[src/rtl/oka_pkg.sv]
// Shared definitions for the overlap-combine accumulator and the Karatsuba tree built on it.
package oka_pkg;

   localparam logic [1:0] TERM_EE = 2'd0;
   localparam logic [1:0] TERM_EO = 2'd1;
   localparam logic [1:0] TERM_OE = 2'd2;
   localparam logic [1:0] TERM_OO = 2'd3;

   typedef enum logic {
      COLLECT = 1'b0,
      DONE    = 1'b1
   } oka_state_e;

   // Product width for PW-bit sub-product terms.
   function automatic int unsigned ow_of(input int unsigned pw);
      return 2 * pw + 1;
   endfunction

endpackage

[src/rtl/overlap_spread.sv]
// Spreads one sub-product term onto even/odd/shifted-even bit positions of the product.
module overlap_spread
   import oka_pkg::*;
#(
   parameter  int unsigned PW = 15,
   localparam int unsigned OW = ow_of(PW)
) (
   input  logic [1:0]    sel,
   input  logic [PW-1:0] data,
   output logic [OW-1:0] spread
);

   always_comb begin
      spread = '0;
      for (int unsigned i = 0; i < PW; i++) begin
         case (sel)
            TERM_EE:          spread[2*i]   = data[i];
            TERM_EO, TERM_OE: spread[2*i+1] = data[i];
            TERM_OO:          spread[2*i+2] = data[i];
         endcase
      end
   end

endmodule

[src/rtl/overlap_accum_seq.sv]
// Collects the four overlap terms in any order, XOR-accumulates them and presents the product.
module overlap_accum_seq
   import oka_pkg::*;
#(
   parameter  int unsigned PW = 15,
   localparam int unsigned OW = ow_of(PW)
) (
   input  logic          clk,
   input  logic          rst,
   input  logic          in_valid,
   output logic          in_ready,
   input  logic [1:0]    in_sel,
   input  logic [PW-1:0] in_data,
   output logic          out_valid,
   input  logic          out_ready,
   output logic [OW-1:0] out_data,
   output logic          err_dup
);

   oka_state_e    state_q;
   logic [OW-1:0] acc_q;
   logic [OW-1:0] acc_d;
   logic [3:0]    mask_q;
   logic [3:0]    mask_d;
   logic          in_ready_q;
   logic          out_valid_q;
   logic [OW-1:0] out_data_q;
   logic          err_dup_q;
   logic [OW-1:0] spread;
   logic          accept;
   logic          dup;

   overlap_spread #(.PW(PW)) u_spread (
      .sel    (in_sel),
      .data   (in_data),
      .spread (spread)
   );

   always_comb begin
      accept = in_valid && in_ready_q;
      dup    = mask_q[in_sel];
      mask_d = mask_q | (4'(1) << in_sel);
      acc_d  = acc_q ^ spread;
   end

   // A repeated index is consumed but only flagged; the frame completes on the fourth distinct term.
   always_ff @(posedge clk) begin
      if (rst) begin
         state_q     <= COLLECT;
         acc_q       <= '0;
         mask_q      <= '0;
         in_ready_q  <= 1'b0;
         out_valid_q <= 1'b0;
         out_data_q  <= '0;
         err_dup_q   <= 1'b0;
      end else begin
         err_dup_q <= 1'b0;
         case (state_q)
            COLLECT: begin
               in_ready_q <= 1'b1;
               if (accept) begin
                  if (dup) begin
                     err_dup_q <= 1'b1;
                  end else begin
                     acc_q  <= acc_d;
                     mask_q <= mask_d;
                     if (&mask_d) begin
                        state_q     <= DONE;
                        in_ready_q  <= 1'b0;
                        out_valid_q <= 1'b1;
                        out_data_q  <= acc_d;
                     end
                  end
               end
            end
            DONE: begin
               // No bypass: the next frame starts accepting one cycle after the handshake.
               if (out_ready) begin
                  state_q     <= COLLECT;
                  acc_q       <= '0;
                  mask_q      <= '0;
                  in_ready_q  <= 1'b1;
                  out_valid_q <= 1'b0;
                  out_data_q  <= '0;
               end
            end
         endcase
      end
   end

   assign in_ready  = in_ready_q;
   assign out_valid = out_valid_q;
   assign out_data  = out_data_q;
   assign err_dup   = err_dup_q;

endmodule

[config.mk]
export PLATFORM = sky130hd
export DESIGN_NAME = overlap_accum_seq
export DESIGN_NICKNAME = d
export VERILOG_FILES = /design/src/rtl/oka_pkg.sv /design/src/rtl/overlap_spread.sv /design/src/rtl/overlap_accum_seq.sv
export SDC_FILE = /design/constraint.sdc
export NUM_CORES = 1
export LEC_CHECK = 0
export BUFFER_PORTS_ARGS = -buffer_cell sky130_fd_sc_hd__buf_2
export CAP_MARGIN = 20
export CORE_MARGIN = 2
export CORE_UTILIZATION = 50
export CTS_CLUSTER_DIAMETER = 60
export CTS_CLUSTER_SIZE = 40
export DETAILED_ROUTE_END_ITERATION = 10
export PLACE_DENSITY = 0.72
export REMOVE_ABC_BUFFERS = 1
export SLEW_MARGIN = 20
export SYNTH_ARGS = -nofsm -noshare
export SYNTH_HDL_FRONTEND = slang
export SYNTH_HIERARCHICAL = 1
export SYNTH_SLANG_ARGS = --single-unit
export TNS_END_PERCENT = 30
[constraint.sdc]
create_clock -name clk -period 2.22 [get_ports clk]
set_clock_uncertainty 0.15 [all_clocks]
set_input_delay 0.333 -clock clk [delete_from_list [all_inputs] [get_ports clk]]
set_output_delay 0.333 -clock clk [all_outputs]
set_load 0.01 [all_outputs]
==> metrics <==
minimum clock period roughly 1800 ps; Final Hold Fails 0; Syn. warnings 6; total wire length between 7 and 8 mm; Final Core Density 0.5926; register area share after synthesis 0.4082; layout cells sized above 1 0.2283; CP required about 2300 ps; non-filler cells, final roughly 550; Yosys cell types 35; Post-Synthesis Cell Area 3433 um^2; area leader, netlist dfxtp_1; starting density of the core 0.5110; highest clock rate between 0.5 and 0.6 GHz; # resized after CTS 0; placed inst area 3760 um^2; asr flop ratio synth 0; #FFs+latches synth 70; Max Transition Viols Final 0; crit-path max FO 14; Root Driver clkbuf_8; num rows 30; first-pass GRT wire length between 10 and 15 mm; Inst Count DP roughly 540; drt first pass iters 4; DRC viols 0; Sink Count 70; initial antenna violation count 0; average via count per standard cell 5.461; Slew HR 0.6671; CP Data Arrival Time 1920 ps; Lkg Pwr approximately 1.7 nW; post-route ant nets 0; CP endpoint kind flop; PortBufs 54; hold_ws approximately 180 ps; Post-Syn Instances 417; DP HPWL between 5 and 6 mm; worst-margin pin slew 499.3 ps; Synth top area share 0.4082; unrepaired setup endpoints after global routing false; Post-synth EDFFs 0; # setup viols final 0; power density cells 688.8 nW/um^2; die height a little under 90 um; clk buf depth 2; Clock Latency Late Sink between 300 and 400 ps; CTS buffer count 9; via count approximately 3k; CTS tree yes; Core Area ~6700 um^2; DP Worst Slack 155.3 ps; fin crit share 0.8272; Final #Nets around 500; area added between synthesis and finish 15.96%; largest net degree at the start of global routing 60; cts hold-fix bufs 0; Reg clk slew, reported paths 80 ps; Setup TNS 0 ps; DIE AREA 7546 um^2; top_reg_cell synth dfxtp_1; Worst VDD drop ~0.40 mV; status finished, final reports clean; largest cells by area after synthesis dfxtp_1, nor2b_1, nand2_1, nand3_2, o22ai_1; DR WL/cell between 10 and 15 um; Startpoint Class flop; Top Ports 55; Setup CP Type reg2reg; post-route cell area around 4000 um^2; drt initial violations between 150 and 200; per-instance average area after synthesis a little over 8 um^2; post-route setup slack roughly 380 ps; Total GRT Usage 0.2160; Pwr Total ~2.7 mW; vias in the first global route around 2.9k; worst min path class in2reg; Ant. Diodes 0; Max Cap Viol 0; H-tree Lvls 3; gpl congestion about 0.73; post-CTS setup buffer count 0; Remaining Overflow, GRT 0; die width about 87 um
==> power by group <==
part / internal [mW] / switching (mW) / leakage (nW)
clock: 0.661 / 0.492 / 0.116
combinational: 0.118 / 0.170 / 1.04
sequential: 1.28 / 0.0211 / 0.566
==> cells in the mapped netlist, types with 2 or more instances <==
cell type	count
buf_4	5
buf_2	7
o21ai_1	14
ha_1	2
nor3_1	4
buf_6	6
nand2_1	65
nand3_2	20
inv_1	4
o22ai_1	31
and2_1	17
nor4_1	3
nor2b_1	56
dfxtp_1	70
a22o_1	13
nand3_1	8
a21oi_1	11
nor2_1	32
xnor2_1	3
nand3b_1	6
o21ai_0	20
clkbuf_1	7
==> state kept, by name (all words and copies together), names as in the netlist <==
signal	count
state_q	1
in_ready	1
acc_q	31
err_dup	1
out_data	31
mask_q	4
out_valid	1
==> worst paths after layout <==
path / startpoint / end / slack (ps) / cells past startpoint
worst min register to register: acc_q[19] / acc_q[19] / 310 / 2
worst min-delay path: rst / mask_q[0] / 180 / 2
worst max-delay path: mask_q[2] / out_data[11] / 380 / 5
worst max register to register: mask_q[2] / out_data[11] / 380 / 5
==> cells by family (layout without fill, tap and decap cells) <==
family	Yosys count	after routing	share of synthesized area
buffers and inverters	29	85	0.05284
AOI/OAI and AO/OA	91	91	0.1600
muxes	2	2	0.009475
adders and majority gates	2	2	0.007287
DFF	70	70	0.4082
and+or+nand+nor	220	220	0.3546
xor gates and xnor gates	3	3	0.007654
==> per-layer routing <==
metal	share of wire	up-vias	wire length [um]	GRT usage
met1	0.47	1403	3591	0.2712
met5	0	-	0	0
met4	0.019	0	145	0.1009
li1	-	1531	-	-
met3	0.043	16	326	0.03981
met2	0.46	70	3526	0.3581
==> worst max-delay path, stage by stage (launching register included) <==
cell and delay (ps):
dfxtp_1 350, mux4_2 570, nor2_2 130, o21a_2 180
buf_4 220, o22ai_1 110
==> layout make-up <==
type	instances	area, um^2
tap	80	100.1
inverter	4	15.01
clock buffer	10	137.6
multi-input combinational	318	1866
timing repair buffer	65	377.9
clock inverter	6	83.83
fill	619	2738
sequential	70	1401
==> cell usage in the layout, fill, tap and decap left out, types with 4 or more instances in the layout <==
cell type,Yosys,layout
a21oi_1,11,10
a22o_1,13,13
and2_1,17,17
buf_2,7,54
buf_4,5,9
clkbuf_8,0,10
dfxtp_1,70,70
inv_1,4,4
nand2_1,65,65
nand3_1,8,8
nand3_2,20,20
nand3b_1,6,6
nor2_1,32,32
nor2b_1,56,56
nor3_1,4,4
o21ai_0,20,20
o21ai_1,14,13
o22ai_1,31,31
Note: power is estimated with default switching activity, not from simulation.
